===== src/rtl/rst_seq_pkg.sv =====
// ----------------------------------------------------------------------------
// rst_seq_pkg
// Shared definitions for the reset sequencer: the sequencer state encoding,
// the default parameter values and a helper that sizes the shared
// stretch/stagger down-counter.
// ----------------------------------------------------------------------------
package rst_seq_pkg;

    typedef enum logic [1:0] {
        ASSERT  = 2'd0,
        STRETCH = 2'd1,
        RELEASE = 2'd2,
        DONE    = 2'd3
    } state_t;

    localparam int DEFAULT_SYNC_STAGES    = 2;
    localparam int DEFAULT_STRETCH_CYCLES = 8;
    localparam int DEFAULT_STAGGER_CYCLES = 4;
    localparam int DEFAULT_NUM_OUT        = 3;

    // One counter serves both the stretch and the stagger phases, so it is
    // sized for the larger of the two. It holds at most (max - 1), which
    // $clog2(max) bits cover; a 1-bit floor keeps the vector legal.
    function automatic int cnt_width(input int a, input int b);
        int m;
        m = (a > b) ? a : b;
        if ($clog2(m) < 1) begin
            return 1;
        end
        return $clog2(m);
    endfunction

endpackage


===== src/rtl/rst_seq_rst_sync.sv =====
// ----------------------------------------------------------------------------
// rst_sync
// Reset synchronizer. Asserts its output asynchronously with rst and
// releases it synchronously, STAGES rising edges after rst falls.
//
// Ports:
//   clk     in   clock
//   rst     in   asynchronous active-high reset
//   rst_s_o out  synchronized reset (1 = in reset)
// ----------------------------------------------------------------------------
module rst_sync #(
    parameter int STAGES = 2
) (
    input  logic clk,
    input  logic rst,
    output logic rst_s_o
);

    logic [STAGES-1:0] sync_q;

    // Ones are preloaded by rst; zeros shift in from stage 0 once rst drops,
    // so the last stage falls on the STAGES-th edge.
    always_ff @(posedge clk or posedge rst) begin
        if (rst) begin
            sync_q <= '1;
        end else begin
            sync_q <= {sync_q[STAGES-2:0], 1'b0};
        end
    end

    assign rst_s_o = sync_q[STAGES-1];

endmodule


===== src/rtl/rst_seq.sv =====
// ----------------------------------------------------------------------------
// rst_seq
// Reset sequencer. After the synchronized release of rst, all domain resets
// are held for STRETCH_CYCLES (longer while hold_i is high), then released
// one domain at a time in ascending order, STAGGER_CYCLES apart. ready_o
// rises once every domain is out of reset. sw_rst_i restarts the sequence
// from the stretch phase.
//
// Ports:
//   clk       in   clock
//   rst       in   asynchronous active-high reset
//   sw_rst_i  in   synchronous software reset request (1-cycle pulse)
//   hold_i    in   keep all domains in reset before release begins
//   rst_o     out  per-domain active-high resets, straight from flops
//   ready_o   out  all domains released
// ----------------------------------------------------------------------------
module rst_seq
    import rst_seq_pkg::*;
#(
    parameter int SYNC_STAGES    = DEFAULT_SYNC_STAGES,
    parameter int STRETCH_CYCLES = DEFAULT_STRETCH_CYCLES,
    parameter int STAGGER_CYCLES = DEFAULT_STAGGER_CYCLES,
    parameter int NUM_OUT        = DEFAULT_NUM_OUT
) (
    input  logic               clk,
    input  logic               rst,
    input  logic               sw_rst_i,
    input  logic               hold_i,
    output logic [NUM_OUT-1:0] rst_o,
    output logic               ready_o
);

    localparam int CNT_W = cnt_width(STRETCH_CYCLES, STAGGER_CYCLES);
    localparam int IDX_W = $clog2(NUM_OUT + 1);

    localparam logic [CNT_W-1:0] STRETCH_LOAD = CNT_W'(STRETCH_CYCLES - 1);
    localparam logic [CNT_W-1:0] STAGGER_LOAD = CNT_W'(STAGGER_CYCLES - 1);

    // After the final domain is released the counter is loaded with zero,
    // so DONE follows on the very next edge instead of a full stagger later.
    localparam logic [CNT_W-1:0] FIRST_LOAD = (NUM_OUT == 1) ? '0 : STAGGER_LOAD;

    state_t           state;
    logic [CNT_W-1:0] cnt;
    logic [IDX_W-1:0] idx;
    logic             rst_s;

    rst_sync #(
        .STAGES (SYNC_STAGES)
    ) u_sync (
        .clk     (clk),
        .rst     (rst),
        .rst_s_o (rst_s)
    );

    // Sequencer. idx names the next domain to release; rst_o and ready_o are
    // registered here so the outputs carry no combinational logic.
    always_ff @(posedge clk or posedge rst) begin
        if (rst) begin
            state   <= ASSERT;
            cnt     <= '0;
            idx     <= '0;
            rst_o   <= '1;
            ready_o <= 1'b0;
        end else if (state == ASSERT) begin
            if (!rst_s) begin
                state <= STRETCH;
                cnt   <= STRETCH_LOAD;
            end
        end else if (sw_rst_i) begin
            // Software reset outranks any release due on this edge.
            state   <= STRETCH;
            cnt     <= STRETCH_LOAD;
            idx     <= '0;
            rst_o   <= '1;
            ready_o <= 1'b0;
        end else begin
            case (state)
                STRETCH: begin
                    if (cnt != '0) begin
                        cnt <= cnt - CNT_W'(1);
                    end else if (!hold_i) begin
                        state    <= RELEASE;
                        rst_o[0] <= 1'b0;
                        idx      <= IDX_W'(1);
                        cnt      <= FIRST_LOAD;
                    end
                end
                RELEASE: begin
                    if (cnt != '0) begin
                        cnt <= cnt - CNT_W'(1);
                    end else if (idx == IDX_W'(NUM_OUT)) begin
                        state   <= DONE;
                        ready_o <= 1'b1;
                    end else begin
                        for (int i = 1; i < NUM_OUT; i++) begin
                            if (idx == IDX_W'(i)) begin
                                rst_o[i] <= 1'b0;
                            end
                        end
                        idx <= idx + IDX_W'(1);
                        cnt <= (idx == IDX_W'(NUM_OUT - 1)) ? '0 : STAGGER_LOAD;
                    end
                end
                default: begin
                end
            endcase
        end
    end

endmodule


===== config.mk =====
export PLATFORM = sky130hd
export DESIGN_NAME = rst_seq
export DESIGN_NICKNAME = d
export VERILOG_FILES = /design/src/rtl/rst_seq_pkg.sv /design/src/rtl/rst_seq_rst_sync.sv /design/src/rtl/rst_seq.sv
export SDC_FILE = /design/constraint.sdc
export NUM_CORES = 1
export LEC_CHECK = 0
export CAP_MARGIN = 20
export CORE_MARGIN = 8
export CORE_UTILIZATION = 55
export DETAILED_ROUTE_END_ITERATION = 6
export GPL_ROUTABILITY_DRIVEN = 0
export PLACE_DENSITY = 0.77
export SLEW_MARGIN = 20
export SYNTH_ARGS = -nofsm -noshare
export SYNTH_HDL_FRONTEND = slang
export SYNTH_SLANG_ARGS = --single-unit
export TNS_END_PERCENT = 30

===== constraint.sdc =====
create_clock -name clk -period 2 [get_ports clk]
set_clock_uncertainty 0.2 [all_clocks]
set_input_delay 0.5 -clock clk [delete_from_list [all_inputs] [get_ports clk]]
set_output_delay 0.5 -clock clk [all_outputs]
set_load 0.05 [all_outputs]

; Word-level counts from Yosys, hierarchy flattened
; Cells that the tools add are included.
[totals]
register_bits = 13
in_bits = 4
output_inout_bits = 4
word_cells = 82
[classes]
addsub = 2
n_eq_ne = 19
n_mux = 36
bitwise = 1
n_reduce_logical = 16
[ops]
columns = cell, count
row1 = $mux 2, 16
row2 = $mux 3, 8
row3 = $ne 4x4->1 const B, 4
row4 = $ne 3x3->1 const B, 4
row5 = $reduce_and 4->1, 3
row6 = $reduce_and 6->1, 2
row7 = $ne 5x5->1 const B, 2
row8 = $reduce_and 5->1, 2
row9 = $reduce_bool 2->1, 5
row10 = $mux 1, 9
row11 = $ne 2x2->1 const B, 4
row12 = $pmux 2 s2, 2
row13 = $eq 2x2->1 const B, 3
row14 = $pmux 3 s2, 1
row15 = $reduce_bool 3->1, 2
row16 = $eq 2x1->1 const B, 2
row17 = $reduce_bool 4->1, 1
row18 = $sub 3x1->3 const B, 1
row19 = $add 2x1->2 const B, 1
row20 = $logic_not 2->1, 1
row21 = $not 1->1, 1

; Longest topological paths before layout
; Gate-level depths: netlist of run 1.
[depth]
ltp_word = 7
mapped_depth = 7
ltp_nobuf = 6

; By module
; Synthesis of run 1 repeated with hierarchy kept, for this count alone.
[hier_totals]
hier_cells = 93
area_unflattened_um2 = 884.6
[by_module_without_submodules]
columns = module, n_inst, cells_per_inst, area_each_um2, seq_area_each_um2
row1 = rst_seq, 1, 89, 824.5, 279.0
row2 = rst_sync, 1, 4, 60.1, 52.6

; Least setup slack after synthesis of run 1
; No wires, ideal clock.
[synth_timing]
kind = register to register
start = register state[0]
end = register idx[0]
setup_time_ns = 0.128
arrival_ns = 1.547
required_ns = 1.672
path_slack_ns = 0.125
path_stages_with_launch = 7
n_path_buf = 0
synth_period_minus_slack_ns = 1.875
path_cell_list = dfrtp_1 -> inv_1 -> ha_1 -> a22oi_1 -> o21ai_1 -> a211oi_2 -> mux2_1
[synth_via]
elab_chain_len = 3
word_cells_on_any_way = 12
classes_between = 6 x eq/ne / 2 x mux / 1 x bitwise / 3 x reduce/logical
[synth_lines]
columns = element, line
row1 = start: declaration, rst_seq.sv:43  ; state_t state;
row2 = start signal: assignment, rst_seq.sv:60  ; state <= ASSERT;
row3 = start signal: assignment, rst_seq.sv:67  ; state <= STRETCH;
row4 = start signal: assignment, rst_seq.sv:72  ; state <= STRETCH;
row5 = "$eq 2x2->1, or another cell as far along", rst_seq.sv:78  ; case (state)
row6 = "$ne 3x3->1 (no source line), or another cell as far along", -
row7 = $reduce_and 6->1 (no source line) or $mux 2 (tied branches), -
row8 = end signal: assignment, rst_seq.sv:101  ; idx <= idx + IDX_W'(1);
row9 = end: declaration, rst_seq.sv:45  ; logic [IDX_W-1:0] idx;
; Parallel ways exist; a longest one is shown, timed or not.
; A chain may end at the register's enable or synchronous reset.

; Worst setup path after layout of run 1
[layout_timing]
start = input sw_rst_i
end = register idx[0]
[layout_via]
elab_chain_len = 2
word_cells_on_any_way = 7
classes_between = 4 x eq/ne / 1 x mux / 2 x reduce/logical
[layout_lines]
columns = element, line
row1 = start: declaration, rst_seq.sv:27  ; input logic sw_rst_i,
row2 = $ne 3x3->1 (no source line) or $reduce_bool 3->1 (tied branches), -
row3 = $reduce_and 6->1 (no source line), -
; Parallel ways exist; a longest one is shown, timed or not.

==> results.yml, run 1 <==
sta:
  relSlewSlack_pct: 66.5
  drv_slew: 0
  setup_violations: 0
  hold_viol: 0
  setup_ws_ns: 0.0925
  final.min_clock_period_ns: 1.91
  rsz0062_at_grt: "false"
  finalCritPeriodShare_pct: 95.4
  max_freq_ghz: 0.524
  tightest_slew_ns: 0.502
worst_setup_path:
  cp.required_ns: 1.96
  r2r_cells: 7
  r2r_end: "state[0]"
  endpoint_kind: "flop"
  critPathMaxStageDelay_ns: 0.56
  slowest_stage: "clkdlybuf4s50_1"
  crit_arrival_ns: 1.87
  critical_path.max_fanout: 6
  worst-r2r-setup-slack_ns: 0.10
  r2r-start: "state[0]"
  crit_path_start_kind: "primary input"
  cp_top_family: "buffers and inverters"
  cp_cell_sequence: "clkdlybuf4s50_1 -> inv_1 -> a211oi_2 -> mux2_1"
  crit_type: "in -> reg"
  crit_buf_inv: 2
  worstSetupStartpoint: "sw_rst_i"
pwr:
  pwr-share-seq_pct: 30.1
  ir_drop_mv: 0.785
  combPwrFrac_pct: 56.9
  p_leak_nw: 0.536
  clkPwrFrac_pct: 13.1
  switching_share_pct: 41.0
  internal_power_mw: 0.723
  p_per_area_mw_per_mm2: 1100
  p_switching_mw: 0.503
synth:
  yosysSeqAreaShare_pct: 38.3
  synth_top_cell_area_share_pct: 23.1
  synth_area_leaders: "dfrtp_1 (23%), dfstp_2 (15%), ha_1 (14%), nand2_1 (6.1%), inv_1 (4.8%)"
  syn_nets: 105
  ys_warn_count: 0
  synth_seq_cells: 13
  syn_area_sq_um: 866
  ys_types: 31
  syn_inst: 91
  avgSynthCellArea_sq_um: 9.51
  yosys.area.top_type: "dfrtp_1"
die:
  rows: 14
  io_pins: 8
  start_util_pct: 58.2
  die-area_sq_mm: 0.00310
  die_h_um: 55.7
  die_w_um: 55.7
  core_sq_mm: 0.00149
global_route:
  grt_usage_pct: 12.8
  antenna_found_initial: 0
  grt_max_degree: 14
  grt_overflow: 0
  grt_pass1_vias: 728
  grt_pass1_wl_um: 3190
min_path:
  hp-start: "u_sync.sync_q[0]"
  hold_path_end: "u_sync.sync_q[1]"
  hold_path_depth: 0
  hold_path.class: "reg -> reg"
layout:
  drive_gt1_share_pct: 31.6
  final_cell_mix: "buf_4 (15), nand2_1 (14), inv_1 (11)"
  stdcell_area_sq_mm: 0.00111
  num_antenna_cells: 0
  final_util_pct: 74.8
  area_growth_pct: 28.6
  multi_input_area_sq_um: 492
  fillerInstances: 101
  final_common_cell: "buf_4"
  seqCellArea_sq_um: 332
  final_nets: 129
  fin_cells: 130
placement:
  post-dp-hpwl_um: 1470
  place_ws_ns: -0.156
  port-buffer-count: 7
  dp.cells: 126
  place_area_sq_mm: 0.00107
clock_network:
  cts-resized-gates: 0
  cts-root-buf: "clkbuf_4"
  clk_pin_slew_worst_paths_ns: 0.07
  cts_tree: "done"
  cts_made_buffers: 3
  post-cts-setup-buffer-count: 0
  clock_latency_ns: 0.28
  clock_path_buffers: 2
  htree_levels: 1
  cts.sinks: 13
  hold_buffers: 0
drt:
  drt_iter0_drc: 23
  num_vias: 740
  drtPass1Iterations: 4
  drcViolationCount: 0
  viasPerCell: 5.69
  wl_per_cell_um: 14.6
  wl_um: 1900
  ant_nets: 0
run:
  cap_viol_max_count: 0
run_status:
  status: "completed"
==> worst max-delay path by stage <==
stage	to	depth (start not counted)
CTS	state[0]	6
floorplan	idx[0]	6
finish	idx[0]	4
global placement	idx[0]	5
global route	idx[0]	6
detailed placement	state[0]	6
==> flip-flops by register name, summed over array words and instances (netlist names) <==
register       flops
cnt                3
rst_o              3
idx                2
state              2
u_sync.sync_q      2
ready_o            1
==> cells in the mapped netlist <==
| master | number |
|---|---|
| mux2_1 | 1 |
| mux2i_1 | 2 |
| o21bai_1 | 1 |
| buf_2 | 1 |
| o21ai_2 | 1 |
| o21ai_0 | 1 |
| inv_1 | 11 |
| nand3b_1 | 1 |
| o31ai_4 | 1 |
| nor2_1 | 5 |
| or2_2 | 1 |
| o21ai_1 | 1 |
| buf_6 | 1 |
| nand2b_1 | 2 |
| o31ai_1 | 1 |
| a22oi_1 | 1 |
| dfrtp_1 | 8 |
| nor2b_4 | 1 |
| a2111oi_0 | 1 |
| a221oi_2 | 1 |
| a211oi_2 | 1 |
| ha_1 | 10 |
| a31oi_1 | 1 |
| a2bb2oi_1 | 3 |
| o41ai_1 | 1 |
| nor3_2 | 1 |
| nand2_1 | 14 |
| dfstp_2 | 5 |
| nand3_1 | 4 |
| a21oi_1 | 7 |
| conb_1 | 1 |
==> cell families (layout without fill, tap and decap cells) <==
group | after synthesis | in the layout | share of synthesized area [%]
buf+inv | 13 | 36 | 6.65
fa+ha+maj | 10 | 10 | 14.5
mux | 3 | 3 | 3.61
simple gates | 29 | 29 | 16.3
flops | 13 | 13 | 38.3
compound gates | 22 | 22 | 20.2
other cells | 1 | 1 | 0.433
==> power groups by stage <==
stage	Clock [mW]	Combinational [mW]	Sequential [mW]
after floorplan	0	0.479	0.366
after global placement	0	0.643	0.366
after CTS	0.167	0.668	0.366
final	0.160	0.697	0.368
after global routing	0.175	0.768	0.372
after detailed placement	0	0.660	0.372
==> metrics by stage <==
| step | setup TNS, ns | hold WS [ns] | power (mW) |
|---|---|---|---|
| after floorplan | 0 | 0.145 | 0.845 |
| after global placement | -0.452 | 0.146 | 1.01 |
| after detailed placement | -0.772 | 0.156 | 1.03 |
| after CTS | 0 | 0.168 | 1.20 |
| after global routing | 0 | 0.167 | 1.32 |
| final | 0 | 0.165 | 1.23 |
==> cell type report <==
class	count	area share [%]
flip-flops and latches	13	29.8
repair buffers	21	18.2
well taps	16	1.80
multi-input cells	65	44.2
clock buffers	4	2.36
inverters	11	3.71
==> per-layer routing <==
metal,GRT usage (%),vias up,share of wire [%]
met5,0,-,0
met4,8.10,0,3.8
met3,5.25,11,5.4
met2,21.2,28,49
met1,12.9,346,42
li1,-,355,-
Power figures use the tool's default switching activity.
==> inputs of run 2 (changes only) <==
--- a/config.mk
+++ b/config.mk
@@ -7,10 +7,9 @@
 export LEC_CHECK = 0
 export CAP_MARGIN = 20
 export CORE_MARGIN = 8
-export CORE_UTILIZATION = 55
+export CORE_UTILIZATION = 45
 export DETAILED_ROUTE_END_ITERATION = 6
 export GPL_ROUTABILITY_DRIVEN = 0
-export PLACE_DENSITY = 0.77
 export SLEW_MARGIN = 20
 export SYNTH_ARGS = -nofsm -noshare
 export SYNTH_HDL_FRONTEND = slang
==> results.yml, run 2 (same netlist as run 1, synthesis figures left out) <==
pwr:
  combPwrFrac_pct: 56.0
  p_leak_nw: 0.526
  p_switching_mw: 0.507
  ir_drop_mv: 0.642
  internal_power_mw: 0.717
  switching_share_pct: 41.4
  clkPwrFrac_pct: 14.2
  pwr-share-seq_pct: 29.7
  p_per_area_mw_per_mm2: 1090
sta:
  max_freq_ghz: 0.528
  setup_violations: 0
  setup_ws_ns: 0.105
  relSlewSlack_pct: 66.5
  rsz0062_at_grt: "true"
  final.min_clock_period_ns: 1.90
  finalCritPeriodShare_pct: 94.8
  drv_slew: 0
  hold_viol: 0
  tightest_slew_ns: 0.502
drt:
  num_vias: 682
  wl_per_cell_um: 12.7
  wl_um: 1770
  dr_wl_met2_um: 864
  routedLengthMet1_um: 842
  ant_nets: 0
  dr_wl_met3_um: 30
  dr.max_layer_used: "met4"
  drtPass1Iterations: 2
  drt_iter0_drc: 4
  viasPerCell: 4.91
  drcViolationCount: 0
die:
  core_sq_mm: 0.00188
  start_util_pct: 46.0
  die-area_sq_mm: 0.00358
  rows: 16
  die_h_um: 59.9
  die_w_um: 59.9
  io_pins: 8
global_route:
  grt_usage_pct: 11.2
  grt_max_degree: 14
  grt_pass1_wl_um: 3140
  grt_pass1_vias: 715
  grt_overflow: 0
  antenna_found_initial: 0
clock_network:
  clock_path_buffers: 2
  cts-root-buf: "clkbuf_4"
  clock_latency_ns: 0.29
  clk_pin_slew_worst_paths_ns: 0.09
  cts_tree: "done"
  hold_buffers: 0
  htree_levels: 1
  cts_made_buffers: 3
  cts.sinks: 13
run:
  cap_viol_max_count: 0
layout:
  seqCellArea_sq_um: 332
  final_common_cell: "nand2_1"
  drive_gt1_share_pct: 30.4
  fillerInstances: 184
  final_nets: 127
  final_cell_mix: "nand2_1 (14), buf_4 (13), inv_1 (11)"
  reg_top3: "cnt x3, rst_o x3"
  num_antenna_cells: 0
  multi_input_area_sq_um: 504
  area_growth_pct: 29.9
  fin_cells: 139
worst_setup_path:
  r2r_end: "idx[0]"
  worst-r2r-setup-slack_ns: 0.10
  crit_path_start_kind: "flop"
  critical_path.max_fanout: 6
  cp.required_ns: 1.98
  worstSetupStartpoint: "state[0]"
  endpoint_kind: "flop"
  crit_arrival_ns: 1.88
  r2r-start: "state[0]"
  crit_type: "reg -> reg"
  r2r_cells: 6
  endpoint: "idx[0]"
placement:
  place_ws_ns: -0.144
  dp.cells: 135
  port-buffer-count: 7
  post-dp-hpwl_um: 1420
min_path:
  hold_path.class: "reg -> reg"
run_status:
  status: "completed"
[run 2: power groups by stage]
| stage | logic, mW | registers, mW | clock network [mW] |
|---|---|---|---|
| after floorplan | 0.479 | 0.366 | 0 |
| after global routing | 0.772 | 0.374 | 0.186 |
| after detailed placement | 0.635 | 0.370 | 0 |
| after CTS | 0.641 | 0.365 | 0.171 |
| final | 0.686 | 0.364 | 0.174 |
| after global placement | 0.622 | 0.369 | 0 |
[run 2: layout make-up]
class	instances	area share (%)
multi-input cells	65	44.8
flip-flops and latches	13	29.5
repair buffers	19	16.7
inverters	11	3.67
well taps	27	3.00
clock buffers	4	2.34
[run 2: critical path: stages (launching register included)]
cell and delay, ns:
dfrtp_1 0.41, inv_1 0.12, ha_1 0.22, buf_4 0.17, o21ai_1 0.09, a211oi_2 0.23, mux2_1 0.34
[run 2: worst min path at each step]
stage | startpoint | to | depth (start not counted)
2_1_floorplan | u_sync.sync_q[0] | u_sync.sync_q[1] | 0
3_3_place_gp | u_sync.sync_q[0] | u_sync.sync_q[1] | 0
3_5_place_dp | u_sync.sync_q[0] | u_sync.sync_q[1] | 0
4_1_cts | u_sync.sync_q[0] | u_sync.sync_q[1] | 0
5_1_grt | u_sync.sync_q[0] | u_sync.sync_q[1] | 0
6_report | u_sync.sync_q[0] | u_sync.sync_q[1] | 0
[run 2: metal layers]
metal,GRT usage [%],vias to the layer above
li1,-,351
met1,13.8,323
met2,19.1,6
met3,2.15,2
met4,3.06,0
met5,0,-
[run 2: through the flow]
| step | hold WS (ns) | util [%] | total power [mW] | area [sq um] | setup TNS, ns |
|---|---|---|---|---|---|
| 2_1_floorplan | 0.145 | - | 0.845 | 866 | 0 |
| 3_3_place_gp | 0.146 | 56.9 | 0.991 | 1070 | -0.518 |
| 3_5_place_dp | 0.149 | 56.9 | 1.01 | 1070 | -0.658 |
| 4_1_cts | 0.160 | 58.3 | 1.18 | 1100 | 0 |
| 5_1_grt | 0.161 | 59.8 | 1.33 | 1120 | -0.0602 |
| 6_report | 0.160 | 59.8 | 1.22 | 1120 | 0 |
[run 2: what timing repair did]
action / CTS / global route
setup buffers: 0 / 0
setup endpoints to repair: 0 / 6
resized for setup: 0 / 4
